--- config.mk ---
export PLATFORM = sky130hd
export DESIGN_NAME = rom_copier
export DESIGN_NICKNAME = d
export VERILOG_FILES = /design/src/rtl/rom_copier_pkg.sv /design/src/rtl/rom_copier.sv
export SDC_FILE = /design/constraint.sdc
export NUM_CORES = 1
export LEC_CHECK = 0
export BUFFER_PORTS_ARGS = -buffer_cell sky130_fd_sc_hd__buf_2
export CAP_MARGIN = 20
export CORE_MARGIN = 2
export CORE_UTILIZATION = 40
export CTS_BUF_LIST = sky130_fd_sc_hd__clkbuf_16
export DETAILED_ROUTE_END_ITERATION = 10
export SYNTH_ARGS = -nofsm -noshare
export SYNTH_HDL_FRONTEND = slang
export SYNTH_SLANG_ARGS = --single-unit
--- constraint.sdc ---
create_clock -name clock -period 2.3 [get_ports clock]
set_input_delay 0.23 -clock clock [delete_from_list [all_inputs] [get_ports clock]]
set_output_delay 0.23 -clock clock [all_outputs]
set_load 0.1 [all_outputs]
--- src/rtl/rom_copier_pkg.sv ---
// rom_copier shared definitions: FSM encoding and checksum width.
// Imported by rom_copier.
package rom_copier_pkg;

   typedef enum logic [2:0] {
      ST_IDLE,
      ST_FETCH,
      ST_CAPT,
      ST_PUSH,
      ST_DONE
   } state_e;

   localparam int CSUM_W = 16;

endpackage

--- src/rtl/rom_copier.sv ---
// rom_copier: boot-time ROM-to-RAM copy sequencer, 3 cycles per word.
// Optional checksum output enabled by defining ROM_COPIER_CHECKSUM_EN.
module rom_copier
   import rom_copier_pkg::*;
#(
   parameter int          DW       = 8,
   parameter int          AW       = 14,
   parameter int          COUNT    = 2**AW,
   parameter int          DST_AW   = 20,
   parameter int unsigned DST_BASE = 0
) (
   input  logic              clock,
   input  logic              reset_n,
   input  logic              start,
   output logic              busy,
   output logic              done,
   output logic              rom_ce,
   output logic [AW-1:0]     rom_a,
   input  logic [DW-1:0]     rom_q,
   output logic              wr_valid,
   input  logic              wr_ready,
   output logic [DST_AW-1:0] wr_addr,
   output logic [DW-1:0]     wr_data
`ifdef ROM_COPIER_CHECKSUM_EN
   ,
   output logic [CSUM_W-1:0] checksum
`endif
);

   // index is one bit wider than rom_a so COUNT == 2**AW ends without wrap
   localparam logic [AW:0]       LAST = (AW+1)'(COUNT-1);
   localparam logic [DST_AW-1:0] BASE = DST_AW'(DST_BASE);

   state_e              state_q, state_d;
   logic [AW:0]         idx_q, idx_d;
   logic                done_q, done_d;
   logic                wvld_q, wvld_d;
   logic [DST_AW-1:0]   waddr_q, waddr_d;
   logic [DW-1:0]       wdata_q, wdata_d;
`ifdef ROM_COPIER_CHECKSUM_EN
   logic [CSUM_W-1:0]   csum_q, csum_d;
`endif

   // Next-state and datapath updates for the copy sequencer
   always_comb begin
      state_d = state_q;
      idx_d   = idx_q;
      done_d  = done_q;
      wvld_d  = wvld_q;
      waddr_d = waddr_q;
      wdata_d = wdata_q;
`ifdef ROM_COPIER_CHECKSUM_EN
      csum_d  = csum_q;
`endif
      unique case (state_q)
         ST_IDLE, ST_DONE: begin
            if (start) begin
               idx_d   = '0;
               done_d  = 1'b0;
`ifdef ROM_COPIER_CHECKSUM_EN
               csum_d  = '0;
`endif
               state_d = ST_FETCH;
            end
         end
         ST_FETCH: begin
            state_d = ST_CAPT;
         end
         ST_CAPT: begin
            wdata_d = rom_q;
            wvld_d  = 1'b1;
            waddr_d = BASE + DST_AW'(idx_q);
            state_d = ST_PUSH;
         end
         ST_PUSH: begin
            if (wr_ready) begin
               wvld_d = 1'b0;
`ifdef ROM_COPIER_CHECKSUM_EN
               csum_d = csum_q + CSUM_W'(wdata_q);
`endif
               if (idx_q == LAST) begin
                  done_d  = 1'b1;
                  state_d = ST_DONE;
               end else begin
                  idx_d   = idx_q + 1'b1;
                  state_d = ST_FETCH;
               end
            end
         end
         default: begin
            state_d = ST_IDLE;
         end
      endcase
   end

   // State register with synchronous active-low reset; reset aborts a copy
   always_ff @(posedge clock) begin
      if (!reset_n) begin
         state_q <= ST_IDLE;
         idx_q   <= '0;
         done_q  <= 1'b0;
         wvld_q  <= 1'b0;
         waddr_q <= '0;
         wdata_q <= '0;
`ifdef ROM_COPIER_CHECKSUM_EN
         csum_q  <= '0;
`endif
      end else begin
         state_q <= state_d;
         idx_q   <= idx_d;
         done_q  <= done_d;
         wvld_q  <= wvld_d;
         waddr_q <= waddr_d;
         wdata_q <= wdata_d;
`ifdef ROM_COPIER_CHECKSUM_EN
         csum_q  <= csum_d;
`endif
      end
   end

   // ROM is only enabled in FETCH so its output holds under back-pressure
   assign rom_ce   = (state_q == ST_FETCH);
   assign rom_a    = idx_q[AW-1:0];
   assign busy     = (state_q == ST_FETCH) || (state_q == ST_CAPT) ||
                     (state_q == ST_PUSH);
   assign done     = done_q;
   assign wr_valid = wvld_q;
   assign wr_addr  = waddr_q;
   assign wr_data  = wdata_q;
`ifdef ROM_COPIER_CHECKSUM_EN
   assign checksum = csum_q;
`endif

endmodule
; After elaboration in Yosys (flattened, before gate mapping)
; Index checks and enable logic that the tools add are counted.
[word_totals]
regBits = 43
inputBits = 12
output_inout_bits = 46
wordCells = 40
[classes]
n_addsub = 1
eq_ne = 9
muxes = 14
reduce_logical = 10
[op_table]
columns = op, count
row1 = two-way mux 15 bit, 3
row2 = case mux 15 bit (2 select lines), 1
row3 = "adder 15 x 1 -> 15 bit, second input constant", 1
row4 = "== test 15 x 14 -> 1 bit, second input constant", 1
row5 = case mux 3 bit (4 select lines), 1
row6 = two-way mux 3 bit, 3
row7 = "inequality test 2 bit, second input constant", 4
row8 = AND reduction 4 bit, 2
row9 = "== test 3 x 2 -> 1 bit, second input constant", 2
row10 = two-way mux 1 bit, 4
row11 = case mux 1 bit (2 select lines), 2
row12 = AND reduction 2 bit, 2
row13 = nonzero test 2 bit, 2
row14 = "== test 3 x 1 -> 1 bit, second input constant", 1
row15 = "== test 3 bit, second input constant", 1
row16 = zero test 3 bit, 1
row17 = logical OR 1 bit, 2
row18 = OR reduction 2 bit, 1

; Depth between registers and ports, before layout
; Gate-level depths: netlist of the first run.
[depth]
ltp_word = 4
depth_mapped = 7
mapped_depth_nobuf = 5

; Worst setup path before layout of the first run
; Ideal clock, no wire load.
[synth_path]
path_type = register -> output
from = register state_q[0]
to = output port rom_ce
t_arrival_ns = 2.670
path_slack_ns = -0.600
path_stages_with_launch = 3
n_path_buf = 1
cell_sequence = dfxtp_1 buf_4 nor3b_1
[synth_via]
elab_chain_len = 1
[synth_rtl]
columns = element, line_no
row1 = from (decl), rom_copier.sv:34  ; state_e state_q, state_d;
row2 = from (signal assigned), rom_copier.sv:109  ; state_q <= state_d;
row3 = == test 3 x 1 -> 1 bit, rom_copier.sv:122  ; assign rom_ce = (state_q == ST_FETCH);
row4 = to (decl), rom_copier.sv:17  ; output logic rom_ce,
; No other way between the ends.

; Final worst setup path of the first run
[layout_path]
from = register idx_q[0]
to = register idx_q[3]
[layout_via]
elab_chain_len = 4
elab_cells_between_ends = 7
classes_between = add/sub (1) / eq/ne (2) / mux (3) / reduce/logical (1)
[layout_rtl]
columns = element, line_no
row1 = from (decl), rom_copier.sv:35  ; logic [AW:0] idx_q, idx_d;
row2 = from (signal assigned), rom_copier.sv:110  ; idx_q <= idx_d;
row3 = adder 15 x 1 -> 15 bit, rom_copier.sv:85  ; idx_d = idx_q + 1'b1;
row4 = two-way mux 15 bit, rom_copier.sv:81  ; if (idx_q == LAST) begin
row5 = two-way mux 15 bit, rom_copier.sv:76  ; if (wr_ready) begin
row6 = case mux 15 bit (2 select lines), rom_copier.sv:55  ; unique case (state_q)
; Parallel ways exist; a longest one is shown, timed or not. The select of a mux whose other input is x is not followed.
; A chain may end at the register's enable or synchronous reset.

==> flow_summary.yaml, run 1 <==
status:
  run_status: "finished, final reports clean"
worst_hold_path:
  hold_class: "primary input to flip-flop"
routing:
  met3_wirelength_um: 294
  drt.antenna.violating_nets: 0
  remaining_drc_errors: 0
  routed.top_layer: "met4"
  wirelength_mm: 5.41
  post_drt_wl_per_cell_um: 14.4
  detail_route.vias_per_cell: 5.26
  drt-pass1-iter-count: 4
  wl_met2_mm: 2.52
  drt-initial-drc-count: 137
  wl_met1_mm: 2.45
  vias: 1973
sta:
  timing.fmax_mhz: 540
  max_clock_skew_ps: 3.02
  setup-violations-final: 0
  report.final.slew_viol_count: 0
  rsz0062_at_grt: "no"
  hold_slack_ps: 179
  final.period_utilization: 0.806
  min_period_ps: 1850
  totalNegativeSetupSlack_ps: 0
  hold_violations: 0
final_layout:
  finalCoreUtilization: 0.482
  fraction_of_final_layout_cells_sized_beyond_drive_strength_1: 0.274
  multiInputGateArea_mm2: 0.00116
  register_area_um2: 861
  flow.area_growth_from_synthesis_pct: 17.6
  fill_cells: 557
  finish.cell_count_without_fillers: 375
  antenna-diode-count: 0
  layout_net_count: 315
worst_setup_path:
  slowest_stage: "dfxtp_1"
  crit_chain: "ha_1 -> nand3_1 -> nor2_1 -> buf_4 -> a211oi_1 -> o22ai_1"
  crit_path_end_kind: "flip-flop"
  worstSetupStartpointType: "flip-flop"
  worstPathBufferInverterCount: 1
  path_class: "flip-flop to flip-flop"
  critical_path_required_ps: 2510
  critPathTopFamily: "simple AND/OR/NAND/NOR gates"
  max_stage_delay_ps: 440
  worstPathArrival_ps: 2060
  crit_path_max_fanout: 6
synthesis:
  synth_edf_count: 0
  synth.most_common_cell: "nand2_1"
  ys_ff_latch: 43
  synth_largest_area_cell: "dfxtp_1"
  postSynthCellCount: 261
  yosysSeqAreaShare: 0.384
  synth_ff_type: "dfxtp_1"
  netlist_top_cells_area: "dfxtp_1, nand2_1, buf_4"
  synth.distinct_cells: 58
  synth.cell_area_mm2: 0.00224
  syn_avg_cell_area_um2: 8.60
  yosysTopAreaCellShare: 0.384
  synthArstFlopShare: 0
  post_synth_most_frequent_cells: "nand2_1, dfxtp_1, buf_4, a21boi_1"
  yosysWarningCount: 0
die:
  die_x_um: 78.9
  pin_count: 58
  die_area_mm2: 0.00623
  core_region_area_mm2: 0.00547
  floorplan.die.height_um: 78.9
  floorplan.rows: 27
  initial_utilization: 0.410
cts:
  insertion_delay_ps: 280
  cts_root_buf: "clkbuf_16"
  post-cts-setup-buffers: 0
  cts.reportedPaths.clkPinSlew_ps: 60
  cts.hold.buffers_added: 0
  tritoncts: "done"
  clock_sink_count: 43
  cts_buffer_depth: 2
  h_tree_depth_reported_by_cts: 2
  cts_made_buffers: 5
  cts_resized: 0
placement:
  dp.cells: 367
  io_buffer_count: 52
  routabilityCongestion: 0.854
  hpwlAfterDp_mm: 3.89
global_route:
  pin_count_of_the_biggest_net_entering_global_routing: 35
  grt_pass1_vias: 1858
  grt_first_pass_wirelength_mm: 8.96
  grt_use_total: 0.180
  overflow: 0
  grt_antenna_before_repair: 0
power_and_ir_drop:
  powerDensity_mw_per_mm2: 704
  ir_drop_mv: 0.420
  power.static_leakage_uw: 0.00112
flow_run:
  max-cap-violations: 0
-- cell usage in the layout, fill, tap and decap left out, drive strengths merged, types with 2 or more instances in the layout --
master,n
a2111oi,2
a211oi,5
a21boi,26
a21oi,4
a31oi,4
a32oi,3
and2,3
and3,4
and3b,2
and4,2
and4b,3
buf,62
clkbuf,5
clkinv,2
conb,5
dfxtp,43
inv,5
nand2,66
nand2b,2
nand3,7
nand4b,3
nor2,5
nor3,6
nor3b,3
o21a,2
o21ai,3
o22ai,3
o2bb2ai,2
o311ai,2
or3,2
-- registers in the layout, indices dropped and copies added (netlist names) --
| name | count |
|---|---|
| wr_valid | 1 |
| wr_data | 8 |
| idx_q | 15 |
| done | 1 |
| state_q | 3 |
| wr_addr | 15 |
-- routing by layer --
| metal | vias up | track usage |
|---|---|---|
| li1 | 986 | - |
| met1 | 908 | 0.232 |
| met2 | 65 | 0.296 |
| met3 | 14 | 0.0352 |
| met4 | 0 | 0.0759 |
| met5 | - | 0 |
-- kinds of logic (layout without fill, tap and decap cells) --
group	Yosys count	count (layout)	share of synthesized area
flops	43	43	0.384
other cells	1	5	0.00167
fa+ha+maj	1	1	0.00557
buf+inv	37	75	0.106
compound gates	64	64	0.227
mux	1	1	0.00446
simple gates	114	114	0.271
-- through the flow --
step / power, µW / worst slack [ps] / area, µm²
final: 1860 / 447 / 2640
after global routing: 1920 / 244 / 2640
after CTS: 1870 / 446 / 2640
after detailed placement: 1070 / 512 / 2470
after global placement: 1070 / 571 / 2470
after floorplan: 1040 / 151 / 2260
-- cell type report --
| type | instances | area share |
|---|---|---|
| multi-input combinational | 185 | 0.441 |
| timing repair buffer | 62 | 0.127 |
| clock inverter | 3 | 0.0166 |
| sequential | 43 | 0.326 |
| inverter | 5 | 0.00711 |
| tap | 72 | 0.0341 |
| clock buffer | 5 | 0.0474 |
-- path summary, 6_finish.rpt --
check	endpoint	slack (ps)	depth (start not counted)	start
hold reg to reg	wr_data[2]	450	2	wr_data[2]
hold / removal	wr_data[0]	180	3	rom_q[0]
setup / recovery	idx_q[3]	450	6	idx_q[0]
setup reg to reg	idx_q[3]	450	6	idx_q[0]
-- power by group --
part	switching, µW	leakage (µW)	internal (µW)
Combinational	227	0.000684	55.3
Clock	289	0.0000838	512
Sequential	14.8	0.000347	759
-- tightest hold or removal path, delay by kind of cell --
family	cells	cell delay, ps
buf+inv	1	90
compound gates	1	50
simple gates	1	40
(Power assumes the default switching activity.)
==> inputs of run 2 (changes only) <==
- ABC_AREA: not set -> 1
- clock period: 2.3 -> 1.8 ns (I/O delays scaled with it)
==> run 2 against run 1 <==
  * Via count increased by 3.0%
  * Largest power group is now combinational logic
  * Worst hold slack lost 63 ps
  * Critical endpoint is now rom_ce
  * Area after synthesis is 1.8% lower
==> flow_summary.yaml, run 2 <==
placement:
  hpwlAfterDp_mm: 3.86
  io_buffer_count: 52
  routabilityCongestion: 0.902
global_route:
  grt_first_pass_wirelength_mm: 8.71
  grt_pass1_vias: 1893
  pin_count_of_the_biggest_net_entering_global_routing: 28
  grt_antenna_before_repair: 0
  grt_use_total: 0.177
  overflow: 0
power_and_ir_drop:
  power.static_leakage_uw: 0.00121
  report.power.total_uw: 3150
  powerDensity_mw_per_mm2: 1190
  ir_drop_mv: 0.615
cts:
  cts.reportedPaths.clkPinSlew_ps: 60
  h_tree_depth_reported_by_cts: 2
  cts.hold.buffers_added: 0
  clock_sink_count: 43
  tritoncts: "done"
  cts_root_buf: "clkbuf_16"
  insertion_delay_ps: 280
  cts_buffer_depth: 2
  cts_made_buffers: 5
worst_setup_path:
  crit_path_end_kind: "output pin"
  slowest_stage: "dfxtp_1"
  max_stage_delay_ps: 500
  worstPathArrival_ps: 1480
  path_class: "flip-flop to output pin"
  critical_path_required_ps: 1620
  crit_path_max_fanout: 6
  worstSetupStartpointType: "flip-flop"
  r2r.worst_path.cells: 9
  crit_chain: "inv_1 -> nor3_4 -> buf_2"
sta:
  max_clock_skew_ps: 4.66
  final.period_utilization: 0.920
  rsz0062_at_grt: "no"
  hold_violations: 0
  timing.fmax_mhz: 604
  totalNegativeSetupSlack_ps: 0
  setup-violations-final: 0
  min_period_ps: 1660
  report.final.slew_viol_count: 0
synthesis:
  post_synth_most_frequent_cells: "nand2_1, nor2_1, dfxtp_1, o21ai_0, inv_1"
  synth_ff_type: "dfxtp_1"
  synth_largest_area_cell: "dfxtp_1"
  netlist_top_cells_area: "dfxtp_1, nand2_1, nor2_1"
  yosysWarningCount: 0
  ys_ff_latch: 43
  syn_avg_cell_area_um2: 6.89
  yosysTopAreaCellShare: 0.390
  postSynthCellCount: 320
  synthArstFlopShare: 0
  synth.distinct_cells: 27
  yosysSeqAreaShare: 0.390
  synth.cell_area_mm2: 0.00220
  synth_edf_count: 0
  synth.most_common_cell: "nand2_1"
die:
  die_area_mm2: 0.00612
  core_region_area_mm2: 0.00541
  initial_utilization: 0.408
  pin_count: 58
  floorplan.die.height_um: 78.2
  die_x_um: 78.2
  floorplan.rows: 27
routing:
  wirelength_mm: 5.06
  drt-pass1-iter-count: 4
  remaining_drc_errors: 0
  drt-initial-drc-count: 115
  post_drt_wl_per_cell_um: 11.5
  vias: 2032
  detail_route.vias_per_cell: 4.61
  drt.antenna.violating_nets: 0
final_layout:
  layout_net_count: 381
  antenna-diode-count: 0
  layout_commonest_cell: "nand2_1"
  flow.area_growth_from_synthesis_pct: 19.8
  commonest_cells_after_routing_fill_and_taps_aside: "nand2_1, buf_2, nor2_1"
  fraction_of_final_layout_cells_sized_beyond_drive_strength_1: 0.263
worst_hold_path:
  hold_class: "primary input to flip-flop"
  worstHoldPathCells: 3
flow_run:
  max-cap-violations: 0
status:
  run_status: "finished, final reports clean"
run 2: changes by cell type in the layout (fill, tap and decap cells not counted), moves of 4 or more:
| cell | previous run | this run |
|---|---|---|
| a211oi_1 | 4 | 0 |
| inv_1 | 5 | 27 |
| nand2_1 | 66 | 71 |
| a21boi_0 | 7 | 0 |
| buf_4 | 10 | 15 |
| a21boi_1 | 19 | 0 |
| nor3_1 | 4 | 0 |
| a21oi_1 | 3 | 22 |
| o21ai_0 | 1 | 29 |
| nand3_1 | 7 | 19 |
| nor2_1 | 5 | 49 |
| nor2_2 | 0 | 4 |
run 2: path summary, 6_finish.rpt:
path | startpoint | slack (ps) | endpoint
max | state_q[0] | 140 | rom_ce
min | rom_q[4] | 120 | wr_data[4]
max reg2reg | idx_q[1] | 200 | idx_q[4]
min reg2reg | done | 460 | done
run 2: critical path, delay by kind of cell (launching register included):
family	cells	cell delay, ps
buffers and inverters	2	570
and+or+nand+nor	1	130
DFF	1	500
run 2: cell type report:
cell class | instances | area, µm²
clock inverters | 3 | 16.3
clock buffers | 5 | 125
well taps | 72 | 90.1
flip-flops and latches | 43 | 861
inverters | 30 | 113
fillers | 569 | 2760
multi-input cells | 220 | 1040
repair buffers | 68 | 393
run 2: layer usage:
metal | wire length [µm] | GRT usage | up-vias
li1 | - | - | 1081
met1 | 2360 | 0.228 | 895
met2 | 2320 | 0.292 | 47
met3 | 277 | 0.0391 | 9
met4 | 112 | 0.0649 | 0
met5 | 0 | 0 | -
run 2: what timing repair did:
| action | 4_1_cts | 5_1_grt |
|---|---|---|
| resized for setup | 0 | 2 |
| endpoints found under the hold margin | 0 | 0 |
| endpoints found under the setup margin | 0 | 8 |
| setup buffers | 0 | 0 |
run 2: cells by family after synthesis:
logic type,Yosys count,synth area share
adder cells (fa/ha/maj),1,0.00567
buffers and inverters,61,0.154
AND/OR/NAND/NOR,156,0.309
AO/OA/AOI/OAI,58,0.139
flip-flops,43,0.390
other,1,0.00170
run 2: power breakdown:
part	switching, µW	total [µW]	internal, µW
clock network	361	867	506
registers	59.0	1100	1040
logic	963	1180	218
total	1380	3150	1760
run 2: through the flow:
step | setup WS (ps) | hold slack [ps] | std cells | util | instance area (µm²)
floorplan | 265 | 315 | 324 | - | 2230
global placement | 197 | 400 | 433 | 0.461 | 2490
detailed placement | 118 | 407 | 433 | 0.461 | 2490
CTS | 103 | 113 | 441 | 0.487 | 2630
global route | 40.7 | 129 | 441 | 0.489 | 2640
finish | 144 | 117 | 441 | 0.489 | 2640
